File: config.mk
export PLATFORM = sky130hd
export DESIGN_NAME = avg_sequencer
export DESIGN_NICKNAME = d
export VERILOG_FILES = /design/src/rtl/avg_sequencer.sv
export SDC_FILE = /design/constraint.sdc
export NUM_CORES = 1
export LEC_CHECK = 0
export ABC_AREA = 1
export CAP_MARGIN = 20
export CELL_PAD_IN_SITES_DETAIL_PLACEMENT = 0
export CELL_PAD_IN_SITES_GLOBAL_PLACEMENT = 1
export CORE_ASPECT_RATIO = 2
export CORE_UTILIZATION = 46
export CTS_CLUSTER_SIZE = 24
export DETAILED_ROUTE_END_ITERATION = 16
export GPL_ROUTABILITY_DRIVEN = 0
export HOLD_SLACK_MARGIN = 0.06
export PLACE_DENSITY = 0.83
export SETUP_SLACK_MARGIN = 0.5
export SYNTH_ARGS = -nofsm -noshare
export SYNTH_HDL_FRONTEND = slang
export SYNTH_SLANG_ARGS = --single-unit
File: constraint.sdc
create_clock -name Clk -period 3.93 [get_ports Clk]
set_input_delay 0.5895 -clock Clk [delete_from_list [all_inputs] [get_ports Clk]]
set_output_delay 0.5895 -clock Clk [all_outputs]
set_load 0.01 [all_outputs]
File: src/rtl/avg_sequencer.sv
// ---------------------------------------------------------------------------
// avg_sequencer
//
// Time-multiplexed averaging controller. SAMPLES unsigned words arrive one at
// a time on a valid/ready stream and are summed through a single adder. The
// sum is then divided by a divisor latched at start time. The divider is an
// iterative restoring divider that retires one quotient bit per clock. The
// result is then held on a valid/ready output until the consumer takes it.
//
// Ports:
//   Clk        in   clock, all state on rising edge
//   Rst        in   asynchronous active-low reset (0 = reset)
//   start      in   begin a new average, only honoured in IDLE
//   num        in   divisor, latched on the accepted start
//   busy       out  high whenever the controller is not in IDLE
//   din        in   sample data, unsigned
//   din_valid  in   sample present
//   din_ready  out  block can accept a sample (ACCUM only)
//   avg        out  registered result, keeps its value until the next result
//   avg_valid  out  result present
//   avg_ready  in   consumer accepts the result
//   div_zero   out  result was produced with num == 0, qualified by avg_valid
// ---------------------------------------------------------------------------
module avg_sequencer #(
  parameter int DATAWIDTH = 16,
  parameter int ACCWIDTH  = 32,
  parameter int SAMPLES   = 8
) (
  input  logic                 Clk,
  input  logic                 Rst,
  input  logic                 start,
  input  logic [DATAWIDTH-1:0] num,
  output logic                 busy,
  input  logic [DATAWIDTH-1:0] din,
  input  logic                 din_valid,
  output logic                 din_ready,
  output logic [DATAWIDTH-1:0] avg,
  output logic                 avg_valid,
  input  logic                 avg_ready,
  output logic                 div_zero
);

  localparam int CNTW  = $clog2(SAMPLES + 1);
  localparam int STEPW = $clog2(ACCWIDTH + 1);

  localparam logic [CNTW-1:0]  LAST_CNT  = CNTW'(SAMPLES - 1);
  localparam logic [STEPW-1:0] LAST_STEP = STEPW'(ACCWIDTH - 1);

  typedef enum logic [1:0] {
    S_IDLE,
    S_ACCUM,
    S_DIVIDE,
    S_DONE
  } state_t;

  state_t                 r_state;
  state_t                 w_nextState;

  // r_acc holds the running sum during ACCUM. During DIVIDE it becomes the
  // dividend/quotient shift register: dividend bits leave at the MSB while
  // quotient bits enter at the LSB, so after ACCWIDTH steps it holds the
  // full quotient.
  logic [ACCWIDTH-1:0]    r_acc;
  logic [CNTW-1:0]        r_cnt;
  logic [DATAWIDTH-1:0]   r_numQ;
  logic [DATAWIDTH-1:0]   r_rem;
  logic [STEPW-1:0]       r_step;
  logic [DATAWIDTH-1:0]   r_avg;
  logic                   r_divZero;

  logic                   w_dinReady;
  logic                   w_busy;
  logic                   w_accept;
  logic [DATAWIDTH:0]     w_remShift;
  logic [DATAWIDTH-1:0]   w_remSub;
  logic                   w_qBit;
  logic [DATAWIDTH-1:0]   w_remNext;

  // One restoring-division step. The remainder is always below the divisor,
  // so the shifted partial remainder fits in DATAWIDTH+1 bits. When the
  // subtraction succeeds, the true difference is below the divisor, so its
  // low DATAWIDTH bits are exact.
  assign w_remShift = {r_rem, r_acc[ACCWIDTH-1]};
  assign w_qBit     = (w_remShift >= {1'b0, r_numQ});
  assign w_remSub   = w_remShift[DATAWIDTH-1:0] - r_numQ;
  assign w_remNext  = w_qBit ? w_remSub : w_remShift[DATAWIDTH-1:0];

  assign w_accept   = din_valid & w_dinReady;

  // State register.
  always_ff @(posedge Clk or negedge Rst) begin
    if (!Rst) begin
      r_state <= S_IDLE;
    end else begin
      r_state <= w_nextState;
    end
  end

  // Next-state decode and the state-derived handshake outputs.
  always_comb begin
    w_nextState = r_state;
    w_dinReady  = 1'b0;
    w_busy      = 1'b1;
    case (r_state)
      S_IDLE: begin
        w_busy = 1'b0;
        if (start) begin
          w_nextState = S_ACCUM;
        end
      end
      S_ACCUM: begin
        w_dinReady = 1'b1;
        if (din_valid && (r_cnt == LAST_CNT)) begin
          w_nextState = S_DIVIDE;
        end
      end
      S_DIVIDE: begin
        if ((r_numQ == '0) || (r_step == LAST_STEP)) begin
          w_nextState = S_DONE;
        end
      end
      S_DONE: begin
        if (avg_ready) begin
          w_nextState = S_IDLE;
        end
      end
      default: begin
        w_nextState = S_IDLE;
      end
    endcase
  end

  // Datapath: accumulation, the iterative divide and the result register.
  // A zero divisor short-circuits the divide and yields all ones.
  always_ff @(posedge Clk or negedge Rst) begin
    if (!Rst) begin
      r_acc     <= '0;
      r_cnt     <= '0;
      r_numQ    <= '0;
      r_rem     <= '0;
      r_step    <= '0;
      r_avg     <= '0;
      r_divZero <= 1'b0;
    end else begin
      case (r_state)
        S_IDLE: begin
          if (start) begin
            r_numQ    <= num;
            r_acc     <= '0;
            r_cnt     <= '0;
            r_rem     <= '0;
            r_step    <= '0;
            r_divZero <= 1'b0;
          end
        end
        S_ACCUM: begin
          if (w_accept) begin
            r_acc <= r_acc + ACCWIDTH'(din);
            r_cnt <= r_cnt + CNTW'(1);
          end
        end
        S_DIVIDE: begin
          if (r_numQ == '0) begin
            r_avg     <= '1;
            r_divZero <= 1'b1;
          end else begin
            r_rem  <= w_remNext;
            r_acc  <= {r_acc[ACCWIDTH-2:0], w_qBit};
            r_step <= r_step + STEPW'(1);
            if (r_step == LAST_STEP) begin
              r_avg <= {r_acc[DATAWIDTH-2:0], w_qBit};
            end
          end
        end
        default: begin
        end
      endcase
    end
  end

  assign busy      = w_busy;
  assign din_ready = w_dinReady;
  assign avg       = r_avg;
  assign avg_valid = (r_state == S_DONE);
  assign div_zero  = r_divZero;

endmodule

==> flow_metrics.env, run 1 <==
export IMPL_fin_setup_tns_ns=0
export IMPL_route_detailed_drc=0
export IMPL_syn_to_final_growth_pct=15.5
export IMPL_io_buffers=56
export IMPL_first_pass_iters=6
export IMPL_grt_total_usage_pct=30.3
export IMPL_drive_gt1_share_pct=4.71
export IMPL_die_w_microns=88.8
export IMPL_seq_area_frac_synth_pct=33.5
export IMPL_root_buffer="clkbuf_16"
export IMPL_start_util_pct=47.1
export IMPL_clockBufferDepth=2
export IMPL_cellLeakagePower_nw=4.23
export IMPL_overflow=0
export IMPL_cp_data_arrival_time_ns=3.12
export IMPL_synth_warnings=0
export IMPL_finalHoldViolCount=0
export IMPL_crit_required_ns=4.20
export IMPL_die_area_sq_mm=0.0156
export IMPL_rsz0062_at_grt="false"
export IMPL_relSlewSlack_pct=44.9
export IMPL_viasPerCell=5.29
export IMPL_fin_ws_ns=1.08
export IMPL_cts_tree="done"
export IMPL_path_class="flop to flop"
export IMPL_cts_buffers=9
export IMPL_syn_area_per_cell_sq_um=6.62
export IMPL_h_tree_depth=3
export IMPL_antenna_found_initial=0
export IMPL_cts_resized=0
export IMPL_worst_skew_pair_late_latency_ns=0.36
export IMPL_hold_path_class="input pin to async pin"
export IMPL_tightestPinTransition_ns=0.826
export IMPL_vias=6871
export IMPL_ys_ff_latch=93
export IMPL_peakVddDrop_uv=311
export IMPL_grt_pass1_vias=7069
export IMPL_num_antenna_cells=0
export IMPL_core_area_sq_mm=0.0147
export IMPL_drtAntennaViolNets=0
export IMPL_endpoint_kind="flop"
export IMPL_syn_inst=1048
export IMPL_die_h_microns=176
export IMPL_cts_clk_slew_worst_paths_ns=0.08
export IMPL_period_minus_slack_ns=2.85
export IMPL_netlist_area_sq_mm=0.00694
export IMPL_rows=63
export IMPL_nNetsFinal=1179
export IMPL_drt_wirelength_per_cell_microns=17.1
export IMPL_synth_distinct_cells=48
export IMPL_grt_pass1_wl_microns=34900
export IMPL_io_pins=57
export IMPL_timing_final_crit_share_pct=72.6
export IMPL_fmax_mhz=351
export IMPL_fin_skew_ns=0.0169
export IMPL_status="finished clean"
export IMPL_grt_max_degree=62
export IMPL_syn_nets=1127
export IMPL_clkSinkCount=93
export IMPL_path_max_fanout=25
export IMPL_drv_cap=0
export IMPL_power_density_mw_per_mm2=538
export IMPL_start_kind="flop"
export IMPL_wirelength_microns=22200
export IMPL_drv_slew=0
export IMPL_hold_buffers=0
export IMPL_place_hpwl_microns=17600
export IMPL_setup_viol=0
export IMPL_postCtsSetupRepairBufs=0
export IMPL_dp_slack_ns=1.04
export IMPL_drtIter0Drc=327
## where the power goes
part           switching (mW)  total [mW]  internal [mW]
sequential              0.134        1.27           1.14
clock                   0.436       0.947          0.510
combinational            1.44        2.09          0.644
## cell usage after synthesis (all sizes together)
| library cell | n | area share [%] |
|---|---|---|
| nor3b | 1 | 0.11 |
| mux2 | 1 | 0.16 |
| nor2 | 86 | 4.8 |
| clkbuf | 10 | 0.54 |
| xor2 | 6 | 0.76 |
| a22o | 2 | 0.25 |
| a211oi | 1 | 0.11 |
| a21oi | 53 | 3.9 |
| ha | 40 | 7.2 |
| nor4 | 1 | 0.090 |
| buf | 16 | 1.2 |
| nand3 | 68 | 5.2 |
| or2 | 5 | 0.45 |
| o32ai | 1 | 0.13 |
| and3 | 1 | 0.090 |
| nand2 | 401 | 22 |
| clkinv | 1 | 0.054 |
| a21boi | 2 | 0.22 |
| fa | 2 | 0.58 |
| o21ai | 45 | 3.3 |
| o21bai | 4 | 0.43 |
| xnor2 | 8 | 1.0 |
| a22oi | 2 | 0.22 |
| inv | 133 | 7.2 |
| nand4 | 9 | 0.81 |
| o211ai | 4 | 0.43 |
| and2 | 1 | 0.090 |
| dfrtp | 93 | 34 |
| o21a | 1 | 0.11 |
| a31oi | 1 | 0.090 |
| nand3b | 21 | 2.3 |
| nor3 | 16 | 1.4 |
| o22ai | 10 | 0.90 |
| o31ai | 2 | 0.22 |
## critical path: stages (launching register included)
cell and delay, ns:
dfrtp_1 0.42, inv_1 0.10, ha_1 0.20, inv_1 0.39, o21ai_0 0.24, inv_1 0.16, nand3_4 0.31, nor2_2 0.51
buf_4 0.29, nand2_1 0.06, o21ai_0 0.07
## final cells by class
class,instances,area (sq um)
clock buffers,9,225
clock inverters,7,87.6
fillers,1547,6730
inverters,134,503
multi-input cells,795,3980
flip-flops and latches,93,2330
well taps,195,244
repair buffers,67,641
## final timing paths
path | startpoint | endpoint | slack [ns] | cells past startpoint
max | r_state[1] | r_acc[2] | 1.08 | 10
min | Rst | r_numQ[11] | 0.30 | 1
max reg2reg | r_state[1] | r_acc[2] | 1.08 | 10
min reg2reg | avg[9] | avg[9] | 0.49 | 2
max in group asynchronous | Rst | avg[15] | 2.81 | 2
min in group Clk | avg[9] | avg[9] | 0.49 | 2
## per-stage QoR
step	cells	util (%)	hold WS, ns	power, mW	instance area (sq um)
2_1_floorplan	1048	-	0.294	2.69	6940
3_3_place_gp	1284	52.2	0.466	3.35	7700
3_5_place_dp	1284	52.2	0.482	3.37	7700
4_1_cts	1300	54.3	0.361	4.32	8010
5_1_grt	1300	54.3	0.387	4.60	8010
6_report	1300	54.3	0.302	4.31	8010
## cells by family after synthesis
group / synth area share [%]
fa+ha+maj: 7.79
simple gates: 37.4
mux: 0.162
compound gates: 10.3
flops: 33.5
xor+xnor: 1.77
buf+inv: 9.04
## layout by cell type, fill, tap and decap left out, types with 2 or more instances in the layout
cell type,n
clkbuf_16,9
inv_6,2
clkdlybuf4s50_1,55
or2_2,4
o22ai_1,10
nand2_1,395
inv_1,131
a22oi_1,2
nand3_1,66
inv_2,2
nand3b_1,21
a21boi_0,2
nor3_2,4
o21bai_1,4
buf_4,12
dfrtp_1,93
o211ai_1,4
xnor2_1,8
o21ai_0,39
clkinv_4,2
xor2_1,6
nor2_2,3
nand2_2,3
ha_1,40
nand4_1,9
inv_8,2
a22o_1,2
nor2_1,83
nor3_1,12
o21ai_1,5
nand2_4,3
o31ai_1,2
fa_1,2
a21oi_1,52
## sequential cells by signal (all words and copies together) (netlist names)
register / flops
avg: 16
div_zero: 1
r_acc: 32
r_cnt: 4
r_numQ: 16
r_rem: 16
r_state: 2
r_step: 6
## metal layers
layer	vias up	GRT usage, %	part of all wire, %	routed length [microns]
met1	3200	27.1	34	7480
met2	138	58.3	56	12400
met5	-	0	0	0
met3	89	3.52	2.5	564
li1	3444	-	-	-
met4	0	23.1	8.2	1820
(Power assumes the default switching activity.)
==> inputs of run 2 (changes only) <==
CORE_UTILIZATION = 38   (was 46)
PLACE_DENSITY = 0.73   (was 0.83)
clock period = 2.6 ns   (was 3.93 ns; I/O delays follow)
==> run 2 against run 1 <==
Net effect:
- sequential power increased by 54%
- core utilization decreased by 2.5 points
- clock power increased by 41%
- critical path type unchanged
- critical endpoint is now r_rem[2]
==> flow_metrics.env, run 2 (synthesized netlist as in run 1, its figures left out) <==
export IMPL_endpoint_kind="flop"
export IMPL_cellLeakagePower_nw=4.65
export IMPL_drv_slew=0
export IMPL_worst_skew_pair_late_latency_ns=0.36
export IMPL_grt_pass1_vias=7037
export IMPL_nNetsFinal=1231
export IMPL_min_to="avg[9]"
export IMPL_antenna_found_initial=0
export IMPL_largest_register_ff_count=32
export IMPL_drt_wirelength_per_cell_microns=17.5
export IMPL_fin_util_pct=51.8
export IMPL_timing_final_crit_share_pct=80.2
export IMPL_start_util_pct=39.0
export IMPL_io_pins=57
export IMPL_wirelength_microns=24000
export IMPL_hp_start="avg[9]"
export IMPL_fillCellCount=1852
export IMPL_layoutNonFillerInstCount=1370
export IMPL_hold_path_class="flop to flop"
export IMPL_drtIter0Drc=230
export IMPL_reg2reg_from="r_rem[7]"
export IMPL_cts_clk_slew_worst_paths_ns=0.08
export IMPL_grt_total_usage_pct=25.6
export IMPL_hold_ws_ns=0.484
export IMPL_drtAntennaViolNets=0
export IMPL_grt_pass1_wl_microns=36400
export IMPL_clkSinkCount=93
export IMPL_fmax_mhz=479
export IMPL_mostFrequentLayoutCells="nand2_1 (366), inv_1 (117), dfrtp_1 (92)"
export IMPL_tightestPinTransition_ns=0.614
export IMPL_reg2reg_setup_slack_ns=0.51
export IMPL_drive_gt1_share_pct=18.2
export IMPL_fin_skew_ns=0.0118
export IMPL_final_common_cell="nand2_1"
export IMPL_viasPerCell=5.11
export IMPL_dpl_cell_area_sq_mm=0.00792
export IMPL_rsz0062_at_grt="true"
export IMPL_root_buffer="clkbuf_16"
export IMPL_drv_cap=0
export IMPL_place_hpwl_microns=18100
export IMPL_crit_required_ns=2.90
export IMPL_num_antenna_cells=0
export IMPL_vias=7005
export IMPL_syn_to_final_growth_pct=32.9
export IMPL_grt_max_degree=41
export IMPL_cts_buffers=9
export IMPL_cts_tree="done"
export IMPL_cp_data_arrival_time_ns=2.38
export IMPL_start_kind="flop"
export IMPL_status="finished clean"
export IMPL_first_pass_iters=4
export IMPL_die_h_microns=193
export IMPL_relSlewSlack_pct=59.1
export IMPL_dpl_cell_count=1324
export IMPL_io_buffers=56
export IMPL_overflow=0
export IMPL_path_max_fanout=8
export IMPL_peakVddDrop_uv=395
export IMPL_path_class="flop to flop"
export IMPL_core_area_sq_mm=0.0178
export IMPL_top_register="r_acc"
export IMPL_r2r_end="r_rem[2]"
export IMPL_setup_viol=0
export IMPL_ff2ff_path_depth=13
export IMPL_power_density_mw_per_mm2=808
export IMPL_clockBufferDepth=2
export IMPL_period_minus_slack_ns=2.09
export IMPL_whs_path_depth=2
export IMPL_h_tree_depth=3
export IMPL_rows=69
export IMPL_die_area_sq_mm=0.0188
export IMPL_die_w_microns=97.5
export IMPL_route_detailed_drc=0
export IMPL_finalHoldViolCount=0
export IMPL_final_cell_area_sq_mm=0.00922
-- run 2: changes by cell type in the layout (fill, tap and decap cells not counted), moves of 7 or more --
cell     delta
inv_1      -14
buf_12      +7
nand2_1    -29
buf_4      +36
ha_2        +7
a21oi_1     -8
a21oi_2     +8
inv_2      +12
ha_4       +24
nand2_2    +23
ha_1       -31
-- run 2: worst max-delay path by stage --
stage / start / end / slack, ns / cells past startpoint
floorplan: r_acc[31] / r_rem[14] / 0.55 / 13
finish: r_rem[7] / r_rem[2] / 0.51 / 13
detailed placement: din[0] / r_acc[16] / -0.09 / 14
global route: r_rem[10] / r_rem[10] / 0.43 / 13
CTS: r_numQ[8] / r_rem[10] / 0.49 / 13
global placement: din[0] / r_acc[16] / -0.05 / 14
-- run 2: layout make-up --
class                           count  area (sq um)  share of cell area, %
Multi-Input combinational cell    797          4640                   50.3
Sequential cell                    93          2330                   25.3
Timing Repair Buffer              117          1190                   12.9
Inverter                          134           508                   5.51
Tap cell                          213           267                   2.89
Clock buffer                        9           225                   2.44
Clock inverter                      7          63.8                  0.692
-- run 2: through the flow --
stage | total power, mW | setup slack (ns) | TNS, ns
after detailed placement | 5.33 | -0.0859 | -0.252
after floorplan | 4.07 | 0.545 | 0
final | 7.45 | 0.514 | 0
after CTS | 7.04 | 0.487 | 0
after global routing | 7.99 | 0.428 | 0
after global placement | 5.31 | -0.0510 | -0.143
-- run 2: where the power goes --
group | leakage, nW | switching [mW] | internal (mW)
clock | 0.143 | 0.663 | 0.673
combinational | 3.28 | 2.49 | 1.68
sequential | 1.23 | 0.224 | 1.72
total | 4.65 | 3.37 | 4.08
-- run 2: worst max-delay path, cell delays in order, from the launching register on --
cell and delay (ns):
dfrtp_1 0.43, ha_4 0.32, nand2_4 0.06, inv_4 0.07
nand2_4 0.05, nor3_4 0.21, nand2_2 0.11, a21oi_2 0.19
nor2_4 0.06, buf_12 0.15, clkbuf_16 0.16, nand3b_1 0.08
nand3_1 0.07, nand2_1 0.07
-- run 2: timing repair --
item / CTS / global route
pin swaps: 7 / 63
gates resized for setup: 33 / 124
hold endpoints to repair: 31 / 0
setup buffers: 5 / 19
setup endpoints to repair: 41 / 55
gates cloned: 1 / 4
hold buffers: 1 / 0
-- run 2: layer usage --
metal,wire length (microns),global-route usage [%],vias up
li1,-,-,3556
met1,8010,23.0,3261
met2,14200,53.9,123
met3,465,3.03,65
met4,1380,13.3,0
met5,0,0,-
